==> config.mk <==
export PLATFORM = sky130hd
export DESIGN_NAME = booth_seq_multiplier
export DESIGN_NICKNAME = d
export VERILOG_FILES = /design/src/rtl/booth_seq_multiplier.sv
export SDC_FILE = /design/constraint.sdc
export NUM_CORES = 1
export LEC_CHECK = 0
export ABC_CLOCK_PERIOD_IN_PS = 2960
export BUFFER_PORTS_ARGS = -buffer_cell sky130_fd_sc_hd__buf_2
export CORE_UTILIZATION = 25
export CTS_BUF_LIST = sky130_fd_sc_hd__clkbuf_8
export CTS_CLUSTER_DIAMETER = 120
export CTS_CLUSTER_SIZE = 25
export DETAILED_ROUTE_END_ITERATION = 8
export GPL_ROUTABILITY_DRIVEN = 1
export PLACE_DENSITY_LB_ADDON = 0.2
export SLEW_MARGIN = 20
export SYNTH_ARGS = -nofsm -noshare
export SYNTH_HDL_FRONTEND = slang
export SYNTH_SLANG_ARGS = --single-unit
export TNS_END_PERCENT = 5
==> constraint.sdc <==
create_clock -name clk -period 2.96 [get_ports clk]
set_input_delay 0.592 -clock clk [delete_from_list [all_inputs] [get_ports clk]]
set_output_delay 0.592 -clock clk [all_outputs]
set_load 0.05 [all_outputs]
==> src/rtl/booth_seq_multiplier.sv <==
// booth_seq_multiplier
//
// Sequential radix-2 Booth multiplier with a start/busy/done handshake.
// Each clock in RUN performs one Booth recode step: an optional add or
// subtract, then a one-bit arithmetic right shift. An operation takes
// WIDTH+1 steps.
//
// Both operands are widened by one bit before the multiply. In signed mode
// the extra bit is a sign extension; in unsigned mode it is a zero
// extension. Because of this, one signed Booth datapath covers both modes.
//
// Ports
//   clk          rising-edge clock
//   rst          synchronous active-high reset; aborts any running operation
//   start        request; sampled only in IDLE or DONE
//   signed_mode  1: two's complement operands, 0: unsigned (captured with m/r)
//   m            multiplicand, captured on an accepted start
//   r            multiplier, captured on an accepted start
//   busy         high while the step sequence runs
//   done         one-cycle pulse when product has just been written
//   product      2*WIDTH-bit result, held until the next completion

module booth_seq_multiplier #(
    parameter int WIDTH = 8
) (
    input  logic                 clk,
    input  logic                 rst,
    input  logic                 start,
    input  logic                 signed_mode,
    input  logic [WIDTH-1:0]     m,
    input  logic [WIDTH-1:0]     r,
    output logic                 busy,
    output logic                 done,
    output logic [2*WIDTH-1:0]   product
);

    // Extended operand width. One extra bit keeps -(-2^(W-1)) and the
    // unsigned value 2^W-1 representable as signed E-bit numbers.
    localparam int E  = WIDTH + 1;
    // Width of the Booth accumulator: E-bit high half, E-bit low half, and
    // one recode bit below the LSB.
    localparam int PW = 2 * E + 1;
    // The step counter must be able to hold the value E.
    localparam int CW = $clog2(E + 1);

    typedef enum logic [1:0] {
        IDLE = 2'd0,
        RUN  = 2'd1,
        DONE = 2'd2
    } state_t;

    state_t             state_reg, state_next;
    logic [PW-1:0]      p_reg, p_next;
    logic [PW-1:0]      a_reg, a_next;
    logic [PW-1:0]      s_reg, s_next;
    logic [CW-1:0]      cnt_reg, cnt_next;
    logic [2*WIDTH-1:0] product_reg, product_next;

    // ------------------------------------------------------------------
    // Operand extension and negation
    // ------------------------------------------------------------------
    logic [E-1:0] mx;
    logic [E-1:0] rx;
    logic [E-1:0] neg_mx;
    logic         ext_m;
    logic         ext_r;

    // The top bit is a copy of the sign bit in signed mode and zero otherwise.
    assign ext_m = signed_mode & m[WIDTH-1];
    assign ext_r = signed_mode & r[WIDTH-1];

    generate
        for (genvar gi = 0; gi < WIDTH; gi++) begin : g_ext
            assign mx[gi] = m[gi];
            assign rx[gi] = r[gi];
        end
    endgenerate

    assign mx[E-1] = ext_m;
    assign rx[E-1] = ext_r;

    // Two's complement negation in E bits. This cannot overflow, because
    // mx is never the most negative E-bit value.
    assign neg_mx = E'(0) - mx;

    // ------------------------------------------------------------------
    // Booth step: recode the two LSBs of P, add A or S, then shift
    // ------------------------------------------------------------------
    logic [PW-1:0] p_sum;
    logic [PW-1:0] p_shift;

    always_comb begin
        p_sum = p_reg;
        case (p_reg[1:0])
            2'b01:   p_sum = p_reg + a_reg;   // end of a run of ones: +M
            2'b10:   p_sum = p_reg + s_reg;   // start of a run of ones: -M
            default: p_sum = p_reg;           // inside a run: no add
        endcase
    end

    // Arithmetic right shift by one. Every bit takes the bit above it, and
    // the MSB repeats itself to preserve the sign.
    generate
        for (genvar gi = 0; gi < PW - 1; gi++) begin : g_shift
            assign p_shift[gi] = p_sum[gi + 1];
        end
    endgenerate

    assign p_shift[PW-1] = p_sum[PW-1];

    // ------------------------------------------------------------------
    // Next-state logic
    // ------------------------------------------------------------------
    always_comb begin
        state_next   = state_reg;
        p_next       = p_reg;
        a_next       = a_reg;
        s_next       = s_reg;
        cnt_next     = cnt_reg;
        product_next = product_reg;

        case (state_reg)
            // DONE accepts a new start just like IDLE does. This lets a
            // held start run back to back at one result every WIDTH+2 cycles.
            IDLE, DONE: begin
                if (start) begin
                    a_next     = {mx, {(E + 1){1'b0}}};
                    s_next     = {neg_mx, {(E + 1){1'b0}}};
                    p_next     = {{E{1'b0}}, rx, 1'b0};
                    cnt_next   = CW'(E);
                    state_next = RUN;
                end else begin
                    state_next = IDLE;
                end
            end

            RUN: begin
                p_next   = p_shift;
                cnt_next = cnt_reg - CW'(1);
                // On the final step, take the result straight from the
                // shifted value. That way product changes only on the edge
                // that enters DONE.
                if (cnt_reg == CW'(1)) begin
                    product_next = p_shift[2*WIDTH:1];
                    state_next   = DONE;
                end
            end

            default: begin
                state_next = IDLE;
            end
        endcase
    end

    // ------------------------------------------------------------------
    // State registers
    // ------------------------------------------------------------------
    always_ff @(posedge clk) begin
        if (rst) begin
            state_reg   <= IDLE;
            p_reg       <= '0;
            a_reg       <= '0;
            s_reg       <= '0;
            cnt_reg     <= '0;
            product_reg <= '0;
        end else begin
            state_reg   <= state_next;
            p_reg       <= p_next;
            a_reg       <= a_next;
            s_reg       <= s_next;
            cnt_reg     <= cnt_next;
            product_reg <= product_next;
        end
    end

    // The outputs are decoded straight from the state register, so busy
    // and done can never be high together.
    assign busy    = (state_reg == RUN);
    assign done    = (state_reg == DONE);
    assign product = product_reg;

endmodule

Word level (Yosys, flattened, before mapping) --
Index checks and enable logic that the tools add are counted.
Word-level totals: flip-flop bits (word level) 59, bits of input ports 20, output and inout bits 18, logic and storage cells 33
Cells by class: $add $sub $neg 4, eq/ne operators 7, mux-type cells 8, bitwise operators 2, reduce and logical (&&, ||, !) cells 6
Operators by type and width (number):
- $pmux W19 S2 | 2
- $add A19 B19 Y19 | 2
- $mux W19 | 1
- $sub A1 B9 Y9 const A | 1
- $pmux W4 S2 | 1
- $reduce_and A2 Y1 | 3
- $eq A2 B1 Y1 const B | 2
- $eq A2 B2 Y1 const B | 2
- $eq A4 B1 Y1 const B | 1
- $mux W4 | 1
- $pmux W2 S2 | 1
- $sub A4 B1 Y4 const B | 1
- $and A1 B1 Y1 | 2
- $logic_not A2 Y1 | 1
- $mux W2 | 1
- $ne A2 B1 Y1 const B | 1
- $ne A2 B2 Y1 const B | 1
- $reduce_bool A2 Y1 | 1
- $reduce_or A2 Y1 | 1
- $mux W1 | 1

Longest topological paths before layout --
depth in word-level cells 4, depth in mapped cells 10

Least setup slack after synthesis --
No wires, ideal clock.
path type flip-flop to flip-flop, from reg p_reg[0], to reg p_reg[17], arrival 2.285 ns, data required time 2.826 ns, slack 0.541 ns, cell stages (with the launch flop) 11, buffers on the path 1, path through dfxtp_1 -> inv_1 -> ha_1 -> buf_4 -> mux2_2 -> fa_1 -> nand3_1 -> nand2_1 -> a21oi_1 -> a21oi_1 -> or4_1
On the way: cells in the longest elaborated chain, start to end 3
RTL lines:
- from (decl) | RTL line 53 | logic [PW-1:0] p_reg, p_next;
- from (signal assigned) | RTL line 168 | p_reg <= p_next;
- $add A19 B19 Y19, or another cell as far along | RTL line 96 | 2'b10: p_sum = p_reg + s_reg;
- $pmux W19 S2 * | RTL line 94 | case (p_reg[1:0])
- $pmux W19 S2 * | RTL line 122 | case (state_reg)
Mark *: on every way between the ends. The rest lies on a longest branch, timed or not. A chain may end at the register's enable or synchronous reset.

Final worst setup path --
from reg p_reg[1], to reg p_reg[17]
The elaborated chain is that of the path after synthesis.

==> reports/results.env <==
DETAIL_ROUTE.ITER0.VIOLATIONS=142
CRIT_CHAIN='ha_1, mux2_2, fa_1, nand3_1, nand2_1, a21oi_1, a21oi_1, or4_1'
TIMING.MAX_SLEW.REL_SLACK=0.499
TIMING.MAX_CAP.VIOLATIONS=0
POST-ROUTE-CELL-AREA_MM2=0.00332
IOPINCOUNT=38
SYNTH-SEQ-AREA-SHARE=0.409
ROUTED_WIRELENGTH_MM=7.13
YOSYS.CELL_TYPES.COUNT=46
SYNTHFLOPTYPE='sky130_fd_sc_hd__dfxtp_1'
CTS_HTREE_LEVELS=3
FIRST_GLOBAL_VIAS=2309
REGAREA_MM2=0.00114
WARNINGS_FROM_YOSYS=0
NUM_VIAS=2482
CTSRESIZECOUNT=0
CLKTRANSATPATHREGS_NS=0.07
POST_LAYOUT_NONFILLER_INSTANCES=523
DETAIL_ROUTE.WL_PER_CELL_UM=13.6
GRT_START_MAX_NET_PINS=42
MAXSLEWVIOLCOUNT=0
CP.DEPTH=8
DRT_PASS1_ITERATIONS=4
ASYNC_FLOP_SHARE=0
LARGEST_REG_FLOPS=18
CLK_LATENCY_NS=0.33
SYNTH_TOP_CELLS_BY_AREA='sky130_fd_sc_hd__dfxtp_1 41%, sky130_fd_sc_hd__nand2_1 10%, sky130_fd_sc_hd__a21oi_1 9.7%'
FLOORPLAN.DIE.HEIGHT_UM=108
MULTI_INPUT_COMB_AREA_MM2=0.00153
CRITICAL-PATH-TOP-CELL-BY-COUNT='sky130_fd_sc_hd__a21oi_1'
DIE-AREA_MM2=0.0116
TIMING.RR.END='p_reg[17]'
RSZ_0062_RAISED_AFTER_GLOBAL_ROUTING='no'
TRITONCTS='built'
SYNTH_TOP_AREA_CELL='sky130_fd_sc_hd__dfxtp_1'
PORTBUFFERS=37
PLACE_CONGESTION=0.874
FINALNETCOUNT=412
CTS-BUFFERS-INSERTED=9
TOTALNEGATIVESETUPSLACK_NS=0
PATH_BUF_INV=0
RUN_STATUS='finished, final reports clean'
SYN_AREA_MM2=0.00279
DETAIL-ROUTE-ANTENNA-NETS=0
TIMING.CRITICAL_PATH.MAX_DELAY_FAMILY='adder cells'
INITIAL_ANTENNA_VIOLATION_COUNT=0
TIGHTESTPINTRANSITION_NS=0.750
GRT_PASS1_WL_MM=11.7
AREA_DELTA_SYNTH_FINAL_PCT=19.1
YS_TOP_CELLS_BY_COUNT='77 x sky130_fd_sc_hd__nand2_1, 57 x sky130_fd_sc_hd__dfxtp_1, 54 x sky130_fd_sc_hd__a21oi_1'
FP-ROW-COUNT=38
SKEW_NS=0.00746
R2R_SLACK_NS=0.18
REPORT.FINAL.SETUP_VIOL=0
TOP_COUNT_CELL_POST_SYNTH='sky130_fd_sc_hd__nand2_1'
ANTENNA_CELLS_INSERTED=0
SYNTH-EDFF-COUNT=0
CTS_SINK_COUNT=57
FINALCRITPERIODSHARE=0.938
CORE_OUTLINE_AREA_MM2=0.0108
CRITICAL_PATH.STARTPOINT='p_reg[1]'
VIA_PER_INST=4.75
CPPEAKSTAGEDELAY_NS=0.49
GRT.TOTAL_USAGE=0.130
R2R_CELLS=8
ACHIEVABLE_FREQUENCY_MHz=360
MIN_FROM='product[4]'
MIN_DELAY_WORST_ENDPOINT='product[4]'
YS_FF_LATCH=57
DRC=0
TIMING.FINAL.CRIT_PERIOD_NS=2.78
CRITICAL_PATH.MAX_FANOUT=8
SETUP.WORST_PATH.CLASS='reg -> reg'
IR_WORST_VDD_mV=0.179
STATIC-LEAKAGE-POWER_nW=1.32
CLOCK-ROOT-BUFFER='sky130_fd_sc_hd__clkbuf_8'
MAXIMUM_CLOCK_INSERTION_BUFFER_COUNT=2
POST-SYNTH-TOP-AREA-FRACTION=0.409
CTS_HOLD_BUFFERS=0
SYN-NUM-NETS=377
CRIT_PATH_END_KIND='flip-flop'
SYNTHCELLS=344
SYN_AREA_PER_CELL_UM2=8.10
HPWL_AFTER_DETAILED_PLACEMENT_MM=4.98
HOLD_VIOLATIONS=0
GLOBAL_ROUTE.OVERFLOW_TOTAL=0
PLACE.DETAILED.INSTANCES=508
FLOORPLAN.INITIALDENSITY=0.257
LAYOUT.FILLER_CELLS=1166
POWER_DENSITY_mW_PER_MM2=569
WORSTSETUPSTARTPOINTTYPE='flip-flop'
WORST_EP_REQUIRED_TIME_NS=3.17
CRIT-REG2REG-LAUNCH='p_reg[1]'
HOLDCRITPATHCLASS='reg -> reg'
LAYOUT-DRIVE-GT1-SHARE=0.196
PLACED_AREA_MM2=0.00311
CTS_POST_SETUP_BUFFERS_INSERTED=0
CP.ARRIVAL_NS=2.98
DIE_WIDTH_UM=108
CRIT_SLOWEST_CELL='sky130_fd_sc_hd__or4_1'
TIMING.HOLD.WORST_PATH_DEPTH=2
-- area by class of cell --
cell class / instances / area share
clock inverters: 2 / 0.0106
well taps: 140 / 0.0528
flip-flops and latches: 57 / 0.344
multi-input cells: 260 / 0.461
repair buffers: 43 / 0.0694
inverters: 8 / 0.00905
clock buffers: 13 / 0.0539
-- how the worst max path moves through the flow --
stage | endpoint | slack (ns)
4_1_cts | p_reg[17] | 0.22
5_1_grt | p_reg[17] | 0.05
6_report | p_reg[17] | 0.18
3_5_place_dp | p_reg[17] | 0.23
3_3_place_gp | p_reg[17] | 0.30
2_1_floorplan | p_reg[17] | 0.54
-- cells by family after synthesis --
family          Yosys count  share of synthesized area
compound gates           96                      0.209
xor+xnor                  8                     0.0251
fa+ha+maj                13                     0.0610
buf+inv                  27                     0.0431
flops                    57                      0.409
mux                      10                     0.0399
simple gates            133                      0.213
-- report_power, final --
part / switching (mW) / internal (mW) / total [mW]
combinational: 0.184 / 0.0958 / 0.280
clock: 0.300 / 0.475 / 0.775
sequential: 0.0278 / 0.808 / 0.836
-- tightest hold or removal path, delay by kind of cell, from the launching register on --
kind	cells	cell delay (ns)
compound gates	1	0.05
simple gates	1	0.05
flops	1	0.31
-- through the flow --
step | setup WS [ns] | hold WS [ns] | utilization | total power [mW]
global route | 0.0468 | 0.468 | 0.306 | 2.00
detailed placement | 0.229 | 0.444 | 0.286 | 1.13
finish | 0.184 | 0.451 | 0.306 | 1.89
floorplan | 0.541 | 0.428 | - | 1.05
CTS | 0.216 | 0.453 | 0.306 | 1.93
global placement | 0.295 | 0.441 | 0.286 | 1.13
-- layer usage --
layer	global-route usage	up-vias	part of all wire
met5	0	-	0
met4	0.0509	0	0.0091
met3	0.0333	4	0.038
met2	0.197	40	0.46
met1	0.176	1165	0.49
li1	-	1273	-
-- placed cells by master (no fill, tap or decap), types with 3 or more instances in the layout --
cell                       synthesis  routed
sky130_fd_sc_hd__a211oi_1          5       5
sky130_fd_sc_hd__a21oi_1          54      54
sky130_fd_sc_hd__a22oi_1          11      11
sky130_fd_sc_hd__a311oi_1          4       4
sky130_fd_sc_hd__a32oi_1           3       3
sky130_fd_sc_hd__and3_1            5       5
sky130_fd_sc_hd__buf_2             6      37
sky130_fd_sc_hd__buf_4             1       6
sky130_fd_sc_hd__clkbuf_8          0      13
sky130_fd_sc_hd__dfxtp_1          57      57
sky130_fd_sc_hd__ha_1             12      12
sky130_fd_sc_hd__inv_1             7       7
sky130_fd_sc_hd__mux2_2            9       9
sky130_fd_sc_hd__nand2_1          77      77
sky130_fd_sc_hd__nand2b_1          4       4
sky130_fd_sc_hd__nand3_1           5       5
sky130_fd_sc_hd__nor2_1           24      24
sky130_fd_sc_hd__nor3_1            4       4
sky130_fd_sc_hd__o21ai_0           7       7
sky130_fd_sc_hd__xnor2_1           6       6
Note: power is estimated with default switching activity, not from simulation.
